## src/rtl/guess_score_sequencer.sv

```systemverilog
// Serial xA-yB scorer: one shared digit comparator, turn/win lock, circular guess history.
// Latency: done 18 cycles after an accepted start (2 cycles for a SCORE_DUP_REJECT_EN reject).
// Backpressure: start is dropped while busy or locked; clear aborts and wins over start.
module guess_score_sequencer #(
  parameter int HIST_DEPTH = 8,
  parameter int MAX_TURNS  = 6
) (
  input  logic        CLK,
  input  logic        RESET,
  input  logic        start,
  input  logic        clear,
  input  logic [15:0] secret,
  input  logic [15:0] guess,
  output logic        busy,
  output logic        done,
  output logic [2:0]  count_a,
  output logic [2:0]  count_b,
  output logic        win,
  output logic        locked,
  output logic        reject,
  output logic [2:0]  turn_count,
  output logic [3:0]  hist_count,
  input  logic [2:0]  hist_rd_idx,
  output logic [21:0] hist_rd_data
);

  localparam int PW = (HIST_DEPTH > 1) ? $clog2(HIST_DEPTH) : 1;

  typedef enum logic [1:0] {IDLE, COMPARE, FINISH} state_t;

  state_t          state_q, state_d;
  logic [15:0]     snap_secret, snap_guess;
  logic [3:0]      pair_q;
  logic [2:0]      acc_a, acc_b;
  logic [PW-1:0]   wr_ptr, rd_addr;
  logic [21:0]     hist_mem [HIST_DEPTH];
  logic [3:0]      s_dig, g_dig;
  logic            accept, dup, rej_pend, digit_hit;

  assign busy   = (state_q != IDLE);
  assign locked = win || (turn_count == 3'(MAX_TURNS));
  assign accept = (state_q == IDLE) && start && !locked && !clear;

  // pair_q = {i, j}; counting down from 15 walks j fastest from (3,3) to (0,0)
  assign s_dig     = snap_secret[{pair_q[3:2], 2'b00} +: 4];
  assign g_dig     = snap_guess[{pair_q[1:0], 2'b00} +: 4];
  assign digit_hit = (s_dig == g_dig) && (s_dig != 4'hF);

`ifdef SCORE_DUP_REJECT_EN
  function automatic logic has_dup(input logic [15:0] g);
    has_dup = 1'b0;
    for (int x = 0; x < 4; x++)
      for (int y = x + 1; y < 4; y++)
        if (g[x*4 +: 4] == g[y*4 +: 4] && g[x*4 +: 4] != 4'hF) has_dup = 1'b1;
  endfunction

  assign dup = has_dup(guess);

  always_ff @(posedge CLK) begin
    if (RESET || clear) begin
      rej_pend <= 1'b0;
      reject   <= 1'b0;
    end else begin
      reject <= (state_q == FINISH) && rej_pend;
      if (accept) rej_pend <= dup;
    end
  end
`else
  assign dup      = 1'b0;
  assign rej_pend = 1'b0;
  assign reject   = 1'b0;
`endif

  always_comb begin
    state_d = state_q;
    case (state_q)
      IDLE:    if (accept) state_d = dup ? FINISH : COMPARE;
      COMPARE: if (pair_q == 4'd0) state_d = FINISH;
      FINISH:  state_d = IDLE;
      default: state_d = IDLE;
    endcase
    if (clear) state_d = IDLE;
  end

  always_ff @(posedge CLK) begin
    if (RESET) begin
      state_q     <= IDLE;
      snap_secret <= '0;
      snap_guess  <= '0;
      pair_q      <= '0;
      acc_a       <= '0;
      acc_b       <= '0;
      done        <= 1'b0;
      count_a     <= '0;
      count_b     <= '0;
      win         <= 1'b0;
      turn_count  <= '0;
      hist_count  <= '0;
      wr_ptr      <= '0;
    end else begin
      state_q <= state_d;
      done    <= 1'b0;
      if (clear) begin
        count_a    <= '0;
        count_b    <= '0;
        win        <= 1'b0;
        turn_count <= '0;
        hist_count <= '0;
        wr_ptr     <= '0;
      end else begin
        case (state_q)
          IDLE: if (accept) begin
            snap_secret <= secret;
            snap_guess  <= guess;
            acc_a       <= '0;
            acc_b       <= '0;
            pair_q      <= 4'hF;
          end
          COMPARE: begin
            // b can exceed 7 when both words repeat digits; hold it at the 3-bit ceiling
            if (digit_hit) begin
              if (pair_q[3:2] == pair_q[1:0]) acc_a <= acc_a + 3'd1;
              else if (acc_b != 3'd7)         acc_b <= acc_b + 3'd1;
            end
            pair_q <= pair_q - 4'd1;
          end
          FINISH: begin
            done <= 1'b1;
            if (!rej_pend) begin
              count_a <= acc_a;
              count_b <= acc_b;
              if (acc_a == 3'd4) win <= 1'b1;
              if (turn_count != 3'(MAX_TURNS)) turn_count <= turn_count + 3'd1;
              if (hist_count != 4'(HIST_DEPTH)) hist_count <= hist_count + 4'd1;
              wr_ptr <= wr_ptr + PW'(1);
            end
          end
          default: ;
        endcase
      end
    end
  end

  always_ff @(posedge CLK) begin
    if (!RESET && !clear && state_q == FINISH && !rej_pend)
      hist_mem[wr_ptr] <= {snap_guess, acc_a, acc_b};
  end

  // Oldest surviving entry sits hist_count slots behind the write pointer
  assign rd_addr      = wr_ptr - PW'(hist_count) + PW'(hist_rd_idx);
  assign hist_rd_data = ({1'b0, hist_rd_idx} < hist_count) ? hist_mem[rd_addr] : 22'h0;

endmodule

```

## config.mk

```make
export PLATFORM = sky130hd
export DESIGN_NAME = guess_score_sequencer
export DESIGN_NICKNAME = d
export VERILOG_FILES = /design/src/rtl/guess_score_sequencer.sv
export SDC_FILE = /design/constraint.sdc
export NUM_CORES = 1
export LEC_CHECK = 0
export BUFFER_PORTS_ARGS = -buffer_cell sky130_fd_sc_hd__buf_4
export CAP_MARGIN = 25
export CORE_MARGIN = 10
export CORE_UTILIZATION = 45
export CTS_CLUSTER_SIZE = 24
export DETAILED_ROUTE_END_ITERATION = 10
export PLACE_DENSITY = 0.6
export SKIP_CTS_REPAIR_TIMING = 1
export SLEW_MARGIN = 20
export SYNTH_ARGS = -nofsm -noshare
export SYNTH_HDL_FRONTEND = slang
export SYNTH_SLANG_ARGS = --single-unit
```

## constraint.sdc

```tcl
create_clock -name CLK -period 5.3 [get_ports CLK]
set_input_delay 0.795 -clock CLK [delete_from_list [all_inputs] [get_ports CLK]]
set_output_delay 0.795 -clock CLK [all_outputs]
set_load 0.02 [all_outputs]
```

==> impl_results.md <==
* Status: completed
* Area post-placement at between 0.01 and 0.015 sq mm
* Post-DRT Antenna Nets at 0
* Final wirelength at between 20,000 and 25,000 microns
* Max-Cap Viols at 0
* Critical Path RT at roughly 4.5 ns
* Sinks on Clock Net at 238
* Final Hold Fails at 0
* Max VDD drop at approximately 0.22 mV
* Hold Path Sink: snap_secret[6]
* Mean Syn Cell Area at between 10 and 15 sq um
* Worst Hold Class: reg2reg
* Fin area at approximately 0.011 sq mm
* Slew headroom at 0.486
* CTS max path bufs at 3
* DR vias/cell at roughly 5.4
* Hold path cells at 2
* RSZ-0062 raised after global routing: no
* Worst Tran Pin Value at 0.771 ns
* Pre-antenna DRT Iters at 4
* Grt ovf at 0
* Hold path startpoint: snap_secret[6]
* Worst r2r path cells at 5
* Reg2reg setup slack at between 2 and 3 ns
* Port-buffer cells at between 70 and 80
* Global-route total usage across every layer at 0.146
* Clock Skews at around 0.011 ns
* Via count at 5,620
* Largest stage delay on the critical path at 0.59 ns
* I/O Pins at 79
* Period utilization at 0.821
* Final Setup Violations at 0
* CTS tree: done
* Largest net degree at the start of global routing at 45
* Most frequent cells in the layout: 176 x edfxtp_1, 135 x nand2_1, 94 x buf_4
* Area grow syn2layout at 17.9%
* Most common cell after layout, fill and taps aside: edfxtp_1
* Reg2reg end: acc_b[2]
* Placed cells at ~1,000
* CP Launch Type: register
* Worst Setup End Kind: primary output
* Crit path max-delay cell type: xor2_1
* Setup TNS at 0 ns
* Hold slack at around 0.45 ns
* Ant diodes at 0
* WP data arrival at around 3.6 ns
* Htree depth at 1
* Clock Latency Late Sink at just over 0.5 ns
* Slew Limit Fails at 0
* CP delay by family, top: XOR/XNOR gates
* Core area at 0.0210 sq mm
* Row Count at 53
* Gpl congestion at around 0.77
* Setup CP Type: reg2out
* Syn Inst Count at 668
* Worst path cell trace: inv_1, fa_1, fa_2, xor2_1, xor2_1, buf_4, nand2_1, a21oi_1, buf_4
* First-pass GRT wire length at ~33,000 microns
* Crit path buf inv count at 3
* Pwr per Cell Area at between 300 and 400 mW/mm^2
* Leak Pwr at ~4.0 nW
* Root buf cell: clkbuf_16
* Register area share after synthesis at 0.677
* DRT iter0 DRCs at 395
* Synthesized cell area at about 0.0096 sq mm
* Core Util, Final at 0.541
* Mapped Nets at about 720
* Layout cells sized above 1 at 0.243
* Wirelength per Cell at a little under 20 microns
* Synth Warn # at 0
* Initial Utilization at 0.459
* Vias in the first global route at 6,068
* Post-DP HPWL at between 10,000 and 15,000 microns
* Count of cell types in the netlist at 38
* DR DRC count at 0
* Clock-pin slew of the registers on the worst-case setup and hold paths at approximately 0.060 ns
* Post-layout min period at approximately 4.4 ns
* Final std cells w/o fill at approximately 1,000
* Nets at 803
* Die Width at 166 microns
* Cts bufs inserted at 24
* Initial antenna violation count at 0
* Number of synthesized register bits at between 200 and 250
* Max Clk Rate at approximately 230 MHz
* Die ar. at roughly 0.028 sq mm
* RR Startpoint: pair_q[2]
* Die H at roughly 170 microns
* CP max FO at 11
cells in the mapped netlist:
master | number | area [sq um]
mux4_1 | 3 | 78.8
nand3_1 | 8 | 40.0
and3_1 | 3 | 18.8
nor4b_1 | 1 | 8.76
nor2_1 | 23 | 86.3
a31oi_1 | 1 | 6.26
buf_4 | 1 | 7.51
buf_2 | 7 | 35.0
and4b_1 | 1 | 10.0
nand2b_1 | 5 | 31.3
nor3_1 | 6 | 30.0
a21o_1 | 2 | 15.0
and4_1 | 1 | 8.76
inv_1 | 14 | 52.6
a21oi_1 | 76 | 380
a41o_1 | 1 | 10.0
ha_1 | 14 | 175
and3_2 | 1 | 7.51
buf_1 | 1 | 3.75
nand4_1 | 6 | 37.5
conb_1 | 1 | 3.75
a311o_1 | 2 | 20.0
dfxtp_1 | 62 | 1240
nand2_1 | 135 | 507
xnor2_1 | 10 | 87.6
xor2_1 | 7 | 61.3
or2_2 | 2 | 12.5
a41oi_1 | 1 | 8.76
clkbuf_1 | 32 | 120
edfxtp_1 | 176 | 5290
or4_1 | 2 | 15.0
buf_6 | 1 | 11.3
and2_1 | 2 | 12.5
o311ai_0 | 4 | 35.0
nor2b_1 | 2 | 12.5
mux4_2 | 49 | 1100
a211oi_1 | 3 | 22.5
fa_1 | 2 | 40.0
cell type report:
| cell class | instances | area, sq um |
|---|---|---|
| fillers | 1735 | 9650 |
| flip-flops and latches | 238 | 6530 |
| multi-input cells | 374 | 2910 |
| repair buffers | 96 | 741 |
| clock buffers | 34 | 679 |
| well taps | 275 | 344 |
| clock inverters | 10 | 119 |
| inverters | 14 | 52.6 |
cells by family after synthesis:
group | share of synthesized area
xor gates and xnor gates | 0.0154
muxes | 0.123
and+or+nand+nor | 0.0869
DFF | 0.677
other | 0.000389
adders and majority gates | 0.0223
AOI/OAI and AO/OA | 0.0516
buffers and inverters | 0.0239
registers in the layout (all words and copies together) (netlist names):
| register | flops |
|---|---|
| hist_mem | 176 |
| turn_count | 3 |
| acc_b | 3 |
| win | 1 |
| snap_guess | 16 |
| pair_q | 4 |
| count_b | 3 |
| done | 1 |
| acc_a | 3 |
| snap_secret | 16 |
| state_q | 2 |
| wr_ptr | 3 |
| count_a | 3 |
| hist_count | 4 |
routing by layer:
layer	global-route usage	routed length, microns	vias to the layer above
li1	-	-	2640
met4	0.0370	297	0
met2	0.251	10300	142
met1	0.185	8760	2813
met3	0.0289	1260	25
met5	0	0	-
worst reg2reg max path, cell delays in order, from the launching register on:
cell and delay (ns):
dfxtp_1 0.56, mux4_1 0.69, xnor2_1 0.25, nand3_1 0.20
or4_1 0.53, a21oi_1 0.14
how the worst max path moves through the flow:
stage | cells past startpoint | slack, ns | to | start
final | 9 | 0.95 | hist_rd_data[11] | wr_ptr[1]
after floorplan | 8 | 1.45 | hist_rd_data[10] | hist_rd_idx[1]
after CTS | 9 | 0.92 | hist_rd_data[11] | wr_ptr[1]
after global placement | 9 | 1.10 | hist_rd_data[10] | hist_rd_idx[1]
after detailed placement | 10 | 1.09 | hist_rd_data[11] | hist_rd_idx[1]
after global routing | 12 | 0.68 | hist_rd_data[8] | wr_ptr[0]
per-stage QoR:
stage / worst slack, ns / power [mW]
floorplan: 1.45 / 2.25
finish: 0.947 / 4.02
CTS: 0.923 / 4.05
detailed placement: 1.09 / 2.36
global route: 0.680 / 4.16
global placement: 1.10 / 2.35
report_power, final:
group / switching [mW] / total [mW] / internal, mW
logic: 0.159 / 0.285 / 0.126
registers: 0.0304 / 2.03 / 2.00
clock network: 0.666 / 1.70 / 1.03
No activity file was read; power rests on OpenSTA's default activity.
